<file path="config.mk">
export PLATFORM = sky130hd
export DESIGN_NAME = boe_frame_feeder_flat
export DESIGN_NICKNAME = d
export VERILOG_FILES = /design/src/rtl/boe_frame_feeder_if.sv /design/src/rtl/boe_frame_feeder.sv /design/src/flat_wrapper.sv
export SDC_FILE = /design/constraint.sdc
export NUM_CORES = 1
export LEC_CHECK = 0
export BUFFER_PORTS_ARGS = -buffer_cell sky130_fd_sc_hd__buf_4
export CAP_MARGIN = 20
export CORE_MARGIN = 10
export CORE_UTILIZATION = 35
export CTS_BUF_LIST = sky130_fd_sc_hd__clkbuf_4 sky130_fd_sc_hd__clkbuf_8
export CTS_CLUSTER_SIZE = 28
export DETAILED_ROUTE_END_ITERATION = 12
export PLACE_DENSITY = 0.58
export SYNTH_ARGS = -nofsm -noshare
export SYNTH_HDL_FRONTEND = slang
export SYNTH_SLANG_ARGS = --single-unit
</file>
<file path="constraint.sdc">
create_clock -name clk -period 4.1 [get_ports clk]
set_input_delay 0.205 -clock clk [delete_from_list [all_inputs] [get_ports clk]]
set_output_delay 0.205 -clock clk [all_outputs]
set_load 0.02 [all_outputs]
</file>
<file path="src/rtl/boe_frame_feeder_if.sv">
// Byte-stream intake and engine-side beat bus for boe_frame_feeder.
// master is the upstream/engine side, slave is the feeder.
interface boe_frame_feeder_if;
  logic       in_valid;
  logic       in_ready;
  logic [7:0] in_data;
  logic       in_last;
  logic [2:0] data_num;
  logic [7:0] data_in;
  logic       busy;

  modport master (
    output in_valid, in_data, in_last,
    input  in_ready, data_num, data_in, busy
  );

  modport slave (
    input  in_valid, in_data, in_last,
    output in_ready, data_num, data_in, busy
  );
endinterface

</file>
<file path="src/rtl/boe_frame_feeder.sv">
// Buffers one frame of 1..DEPTH bytes, replays it to the order-statistics engine
// with the length on the first beat, then waits out the engine's result phase.
//
// state   | meaning
// COLLECT | accepting bytes into the buffer, in_ready high
// SEND    | replaying N buffered bytes, one per cycle
// DRAIN   | idle for N+2 cycles while the engine emits sum, min and sorted data
module boe_frame_feeder #(
  parameter int DEPTH = 6
) (
  input  logic               clk,
  input  logic               rst,
  boe_frame_feeder_if.slave  bus
);

  typedef enum logic [1:0] {
    COLLECT = 2'd0,
    SEND    = 2'd1,
    DRAIN   = 2'd2
  } state_t;

  localparam logic [2:0] LAST_IDX = 3'(DEPTH - 1);

  state_t     state_q, state_d;
  logic [2:0] wcnt_q, wcnt_d;
  logic [2:0] n_q, n_d;
  logic [2:0] k_q, k_d;
  logic [3:0] dcnt_q, dcnt_d;
  logic [7:0] mem_q [DEPTH];

  logic [2:0] num_q, num_d;
  logic [7:0] dat_q, dat_d;
  logic       busy_q, busy_d;

  logic       accept;
  logic       close;
  logic [2:0] rd_idx;
  logic [7:0] rd_byte;

  assign bus.in_ready = (state_q == COLLECT) && !rst;
  assign accept       = bus.in_valid && bus.in_ready;
  assign close        = accept && (bus.in_last || (wcnt_q == LAST_IDX));

  assign bus.data_num = num_q;
  assign bus.data_in  = dat_q;
  assign bus.busy     = busy_q;

  // Outputs are registered, so the read port looks one beat ahead of k_q.
  always_comb begin
    rd_idx = 3'd0;
    if (state_q == SEND) begin
      rd_idx = k_q + 3'd1;
    end
  end

  always_comb begin
    rd_byte = 8'd0;
    for (int i = 0; i < DEPTH; i++) begin
      if (rd_idx == 3'(i)) begin
        rd_byte = mem_q[i];
      end
    end
  end

  always_comb begin
    state_d = state_q;
    wcnt_d  = wcnt_q;
    n_d     = n_q;
    k_d     = k_q;
    dcnt_d  = dcnt_q;
    num_d   = 3'd0;
    dat_d   = 8'd0;

    unique case (state_q)
      COLLECT: begin
        if (accept) begin
          wcnt_d = wcnt_q + 3'd1;
        end
        if (close) begin
          state_d = SEND;
          n_d     = wcnt_q + 3'd1;
          k_d     = 3'd0;
          num_d   = wcnt_q + 3'd1;
          // A one-byte frame has its only byte still on the input this edge.
          dat_d   = (wcnt_q == 3'd0) ? bus.in_data : mem_q[0];
        end
      end

      SEND: begin
        if (k_q == n_q - 3'd1) begin
          state_d = DRAIN;
          dcnt_d  = {1'b0, n_q} + 4'd1;
        end else begin
          k_d   = k_q + 3'd1;
          dat_d = rd_byte;
        end
      end

      DRAIN: begin
        if (dcnt_q == 4'd0) begin
          state_d = COLLECT;
          wcnt_d  = 3'd0;
        end else begin
          dcnt_d = dcnt_q - 4'd1;
        end
      end

      default: begin
        state_d = COLLECT;
        wcnt_d  = 3'd0;
      end
    endcase

    busy_d = (state_d != COLLECT);
  end

  always_ff @(posedge clk) begin
    if (rst) begin
      state_q <= COLLECT;
      wcnt_q  <= 3'd0;
      n_q     <= 3'd0;
      k_q     <= 3'd0;
      dcnt_q  <= 4'd0;
      num_q   <= 3'd0;
      dat_q   <= 8'd0;
      busy_q  <= 1'b0;
    end else begin
      state_q <= state_d;
      wcnt_q  <= wcnt_d;
      n_q     <= n_d;
      k_q     <= k_d;
      dcnt_q  <= dcnt_d;
      num_q   <= num_d;
      dat_q   <= dat_d;
      busy_q  <= busy_d;
    end
  end

  always_ff @(posedge clk) begin
    if (rst) begin
      for (int i = 0; i < DEPTH; i++) begin
        mem_q[i] <= 8'd0;
      end
    end else if (accept) begin
      for (int i = 0; i < DEPTH; i++) begin
        if (wcnt_q == 3'(i)) begin
          mem_q[i] <= bus.in_data;
        end
      end
    end
  end

endmodule
</file>
<file path="src/flat_wrapper.sv">
// flat-port wrapper written by rule: the top's interface ports become plain ports
module boe_frame_feeder_flat 
#(
  parameter int DEPTH = 6
)
  (clk, rst, bus_in_valid, bus_in_data, bus_in_last, bus_in_ready, bus_data_num, bus_data_in, bus_busy);
  boe_frame_feeder_if bus_i ();
  input  logic clk;
  input  logic rst;
  input wire logic [$bits(bus_i.in_valid)-1:0] bus_in_valid;
  input wire logic [$bits(bus_i.in_data)-1:0] bus_in_data;
  input wire logic [$bits(bus_i.in_last)-1:0] bus_in_last;
  output wire logic [$bits(bus_i.in_ready)-1:0] bus_in_ready;
  output wire logic [$bits(bus_i.data_num)-1:0] bus_data_num;
  output wire logic [$bits(bus_i.data_in)-1:0] bus_data_in;
  output wire logic [$bits(bus_i.busy)-1:0] bus_busy;
  assign bus_i.in_valid = bus_in_valid;
  assign bus_i.in_data = bus_in_data;
  assign bus_i.in_last = bus_in_last;
  assign bus_in_ready = bus_i.in_ready;
  assign bus_data_num = bus_i.data_num;
  assign bus_data_in = bus_i.data_in;
  assign bus_busy = bus_i.busy;
  boe_frame_feeder #(.DEPTH(DEPTH)) u_core (.clk(clk), .rst(rst), .bus(bus_i));
endmodule
</file>
* After elaboration in Yosys (flattened, before gate mapping)
Memory sizes are Yosys's and may differ from the RTL's.
Cells that the tools add are included.
** Storage, ports and cells
- Memory bits (writable) :: 48
- Input port bits :: 12
- Memories kept :: 1
- Latch bits :: 0
- Word-level logic and storage cells :: 115
- Register bits :: 27
- Bits in read-only memories :: 0
** Memory list
- u_core.mem_q :: depth 6, bits a word 8, read ports 6, clocked after memory_dff 0, wr ports 6, RTL line boe_frame_feeder.sv:29 : logic [7:0] mem_q [DEPTH];
** Cells by class
- $add $sub $neg :: 5
- Bitwise gates (word level) :: 9
- Shifts and indexed selects :: 0
- Reduce and logical (&&, ||, !) cells :: 17
- Mux-type cells :: 56
- Eq/ne operators :: 19
- Order comparisons :: 0
- Divide/modulo/power cells :: 0
- $mul :: 0
** Operators by type and width (count)
- 8-bit two-way mux :: 15
- 1-bit two-way mux :: 26
- 8-bit one-hot mux with 2 select lines :: 1
- 3-bit two-way mux :: 5
- 3-bit by 2-bit equality test with 1-bit output (second input constant) :: 4
- 3-bit equality test (second input constant) :: 4
- 3-bit one-hot mux with 3 select lines :: 1
- 3-bit AND reduction :: 3
- 4-bit two-way mux :: 2
- 4-bit one-hot mux with 2 select lines :: 1
- 3-bit by 1-bit adder with 3-bit output (second input constant) :: 2
- 3-bit by 1-bit equality test with 1-bit output (second input constant) :: 2
- 3-bit logical NOT :: 2
- 2-bit two-way mux :: 3
- 2-bit by 1-bit != test with 1-bit output (second input constant) :: 3
- 2-bit != test (second input constant) :: 3
- 1-bit bitwise OR :: 6
- 2-bit one-hot mux with 3 select lines :: 1
- 3-bit one-hot mux with 2 select lines :: 1
- 2-bit nonzero test :: 3
- 3-bit by 1-bit adder with 4-bit output (second input constant) :: 1
- 4-bit logical NOT :: 1
- 4-bit by 1-bit subtractor with 4-bit output (second input constant) :: 1
- 3-bit equality test :: 1
- other kinds (10) :: 14

* Logic depth before layout (Yosys ltp)
- Depth after elaboration :: 11
- Mapped depth :: 9
- Gate-level depth less buffers :: 7

* Least setup slack after synthesis
Ideal clock, no wire load.
- Path type :: register to register
- Start point :: register u_core.n_q[0]
- End point :: register u_core.dat_q[1] (netlist: u_core.bus.data_in[1])
- Arrival time :: 2.044 ns
- Data required time :: 4.021 ns
- Stages on the path, launching flop included :: 8
- Buffers on the path :: 0
- Setup slack :: 1.977 ns
- Cells stage by stage :: dfxtp_1 -> inv_1 -> ha_1 -> xnor2_1 -> o311ai_0 -> a211oi_1 -> o311ai_0 -> o211ai_1
** Between the ends
- Cells in the longest elaborated chain, start to end :: 4
** RTL lines
- from (decl) :: RTL line boe_frame_feeder.sv:26 : logic [2:0] n_q, n_d;
- from (signal assigned) :: RTL line boe_frame_feeder.sv:130 : n_q <= n_d;
- 3-bit by 1-bit subtractor with 3-bit output :: RTL line boe_frame_feeder.sv:90 : if (k_q == n_q - 3'd1) begin
- 3-bit equality test :: RTL line boe_frame_feeder.sv:90
- 8-bit two-way mux :: RTL line boe_frame_feeder.sv:90
- 8-bit one-hot mux with 2 select lines :: RTL line boe_frame_feeder.sv:74 : unique case (state_q)
- to (signal assigned) :: RTL line boe_frame_feeder.sv:134 : dat_q <= dat_d;
- to (decl) :: RTL line boe_frame_feeder.sv:32 : logic [7:0] dat_q, dat_d;
No other way between the ends.
A chain may end at the register's enable or synchronous reset.

* Worst setup path in the final report
- Start point :: register u_core.k_q[0]
- End point :: register u_core.dat_q[1] (netlist: u_core.bus.data_in[1])
** Between the ends
- Cells in the longest elaborated chain, start to end :: 11
- Elaborated cells on any way between the ends :: 17
** RTL lines
- from (decl) :: RTL line boe_frame_feeder.sv:27 : logic [2:0] k_q, k_d;
- from (signal assigned) :: RTL line boe_frame_feeder.sv:131 : k_q <= k_d;
- 3-bit by 1-bit adder with 3-bit output :: RTL line boe_frame_feeder.sv:52 : rd_idx = k_q + 3'd1;
- 3-bit two-way mux :: RTL line boe_frame_feeder.sv:51 : if (state_q == SEND) begin
- 3-bit logical NOT :: RTL line boe_frame_feeder.sv:59 : if (rd_idx == 3'(i)) begin
- 8-bit two-way mux (6 in a row) :: RTL line boe_frame_feeder.sv:59
- 8-bit two-way mux * :: RTL line boe_frame_feeder.sv:90
- 8-bit one-hot mux with 2 select lines * :: RTL line boe_frame_feeder.sv:74
Every way passes the cells marked *; elsewhere a longest branch is shown, timed or not.

==> impl_metrics.py <==
metrics = {
    "grt": {
        "grt.overflow.total": 0,
        "grtUsageTotal": 0.1129,
        "grt_max_degree": 29,
        "antenna_found_initial": 0,
        "grt_pass1_wl_mm": 13.54,
        "grt_pass1_vias": 2526,
    },
    "floorplanning": {
        "core.rowCount": 37,
        "pin_count": 25,
        "start_util": 0.3594,
        "die_h_um": 123.0,
        "die_area_um2": 15120,
        "die_x_um": 123.0,
        "core-area_um2": 10320,
    },
    "power_and_ir_drop": {
        "ir_worst_vdd_uv": 139.0,
        "total_power_mw": 1.506,
        "p_leak_nw": 1.678,
        "power.density_nw_per_um2": 361.9,
    },
    "outcome": {
        "outcome": "finished clean",
    },
    "routing": {
        "drcViolationCount": 0,
        "routed_wl_mm": 8.242,
        "drt-initial-drc-count": 139,
        "post_drt_wl_per_cell_um": 16.26,
        "ant_nets": 0,
        "viasPerCell": 5.156,
        "vias": 2614,
        "dr.pass1.iters": 5,
    },
    "placement": {
        "dp_hpwl_mm": 6.012,
        "port_buffers": 24,
        "routabilityCongestion": 0.7804,
        "post-place-cells": 491,
        "pre_cts_slack_ns": 1.348,
    },
    "cts": {
        "hold_buffers": 0,
        "cts_resized": 0,
        "clock_latency_ns": 0.35,
        "htree_num_levels": 3,
        "cts_tree": "built",
        "postCtsSetupBuffers": 0,
        "clkSinkCount": 75,
        "max-clock-path-buffers": 2,
        "cts_inserted_buffers": 9,
        "clkSlewWorstSetupHoldPaths_ns": 0.08,
        "root_buffer": "clkbuf_8",
    },
    "worst_setup_path": {
        "cp_max_fo": 28,
        "reg2regPathDepth": 4,
        "crit_arrival_ns": 3.05,
        "crit_path_end_kind": "register",
        "slowest_delay_ns": 0.87,
        "crit_start": "u_core.k_q[0]$_SDFFE_PP0P_",
        "crit_type": "register to register",
        "crit_chain": "ha_1 -> a211oi_1 -> o311ai_0 -> o211ai_1",
        "cp_slowest_cell": "a211oi_1",
        "r2r_slack_ns": 1.31,
        "reg2reg_from": "u_core.k_q[0]$_SDFFE_PP0P_",
        "critPathRequiredTime_ns": 4.36,
        "reg2reg_to": "u_core.bus.data_in[1]$_SDFF_PP0_",
        "cp-start-kind": "register",
        "worstSetupEndpoint": "u_core.bus.data_in[1]$_SDFF_PP0_",
    },
    "timing": {
        "post-route-period-util": 0.6804,
        "worst_slack_ns": 1.310,
        "slew_headroom": 0.3350,
        "skew_ns": 0.009246,
        "period_minus_slack_ns": 2.790,
        "rsz0062_at_grt": "false",
        "max_freq_ghz": 0.3585,
        "drv_slew": 0,
        "worst_slew_pin_slew_ns": 0.9954,
        "finalHoldViolations": 0,
        "setup-violations-final": 0,
        "setup_tns_ns": 0,
    },
    "cells_and_area": {
        "drive_gt1_frac": 0.1294,
        "areaGrowthSynthToFinish_pct": 12.18,
        "fin_util": 0.4031,
        "antennaDiodeCount": 0,
        "final_cells": 507,
        "fin_nets": 391,
    },
    "synth": {
        "yosysWarnings": 0,
        "syn_area_per_cell_um2": 10.57,
        "synth_most_common_cell": "edfxtp_1",
        "synth_top_cell_by_area": "edfxtp_1",
        "synth_common_cells": "edfxtp_1 (48), and3_1 (36), nor2_1 (28), dfxtp_1 (27), o21ai_0 (22)",
        "synthArstFlopShare": 0,
        "synth_cells": 351,
        "ys.flop_type": "edfxtp_1",
        "ys_seq_elements": 75,
        "synth_top_area_share": 0.3885,
        "ys_types": 44,
        "synth_fp_nets": 376,
        "ys_seq_area_frac": 0.5342,
        "synth_area_leaders": "edfxtp_1 (39%), dfxtp_1 (15%), and3_1 (6.1%)",
        "syn_area_um2": 3710,
        "synth_edf_count": 48,
    },
    "worst_hold_path": {
        "hold_path_class": "primary input to register",
        "holdCritStartpoint": "bus_in_data[7]",
    },
    "run": {
        "cap_viol_max_count": 0,
    },
}
worst max-delay path, delay by kind of cell, from the launching register on:
family | cells | cell delay (ns)
AOI/OAI and AO/OA | 3 | 1.33
adders and majority gates | 1 | 0.65
DFF | 1 | 0.72
worst min path at each step:
stage / to / cells past startpoint / slack, ns
4_1_cts: u_core.mem_q[0][32]$_SDFFCE_PN0P_ / 2 / 0.18
2_1_floorplan: u_core.mem_q[0][32]$_SDFFCE_PN0P_ / 1 / 0.40
3_5_place_dp: u_core.dcnt_q[1]$_SDFFE_PP0P_ / 2 / 0.46
3_3_place_gp: u_core.dcnt_q[1]$_SDFFE_PP0P_ / 2 / 0.46
5_1_grt: u_core.mem_q[0][41]$_SDFFCE_PN0P_ / 2 / 0.20
6_report: u_core.mem_q[0][47]$_SDFFCE_PN0P_ / 2 / 0.20
sequential cells by signal, summed over array words and instances (netlist names):
| signal | flops |
|---|---|
| u_core.bus.busy | 1 |
| u_core.bus.data_in | 8 |
| u_core.bus.data_num | 3 |
| u_core.dcnt_q | 4 |
| u_core.k_q | 3 |
| u_core.mem_q | 48 |
| u_core.n_q | 3 |
| u_core.state_q | 2 |
| u_core.wcnt_q | 3 |
logic make-up after synthesis:
group           count (synthesis)  synth area share
flops                          75            0.5342
fa+ha+maj                      13           0.04385
simple gates                  132            0.1997
buf+inv                        38           0.03878
xor+xnor                        7           0.02091
compound gates                 76            0.1356
mux                            10           0.02698
layout by cell type, fill, tap and decap left out, types with 3 or more instances in the layout:
master / Yosys / layout
edfxtp_1: 48 / 48
and3_1: 36 / 36
nor2_1: 28 / 28
dfxtp_1: 27 / 27
buf_4: 0 / 25
o21ai_0: 22 / 22
inv_1: 17 / 17
a21oi_1: 16 / 16
and2_1: 16 / 16
nand2b_1: 13 / 13
ha_1: 13 / 13
mux2i_1: 10 / 10
nand3_1: 9 / 9
or3_1: 9 / 9
clkbuf_8: 0 / 9
o211ai_1: 7 / 7
a21o_1: 6 / 6
o311ai_0: 6 / 6
nand2_1: 5 / 5
a22oi_1: 5 / 5
xnor2_1: 4 / 4
nor3_1: 4 / 4
o311ai_1: 3 / 3
inv_6: 0 / 3
metal layers:
metal,GRT usage,vias up,part of all wire
met5,0,-,0
met4,0.04492,0,0.011
met3,0.02097,4,0.042
met2,0.1727,62,0.47
met1,0.1545,1240,0.47
li1,-,1308,-
per-stage QoR:
stage	hold slack (ns)	cell area (µm²)
after CTS	0.1847	4161
final	0.2049	4161
after global routing	0.2009	4161
after detailed placement	0.4615	3988
after floorplan	0.4032	3710
after global placement	0.4567	3988
area by class of cell:
cell class / count / area, µm²
fillers: 1003 / 6162
flip-flops and latches: 75 / 1982
multi-input cells: 238 / 1584
repair buffers: 25 / 187.7
well taps: 136 / 170.2
clock buffers: 9 / 123.9
inverters: 17 / 63.81
clock inverters: 7 / 50.05
report_power, final:
| part | internal [mW] | leakage, nW | total, mW | switching (mW) |
|---|---|---|---|---|
| clock | 0.223 | 0.0841 | 0.513 | 0.290 |
| sequential | 0.835 | 0.719 | 0.850 | 0.0153 |
| combinational | 0.0529 | 0.875 | 0.143 | 0.0900 |
| total | 1.11 | 1.68 | 1.51 | 0.395 |
Power figures use the tool's default switching activity.
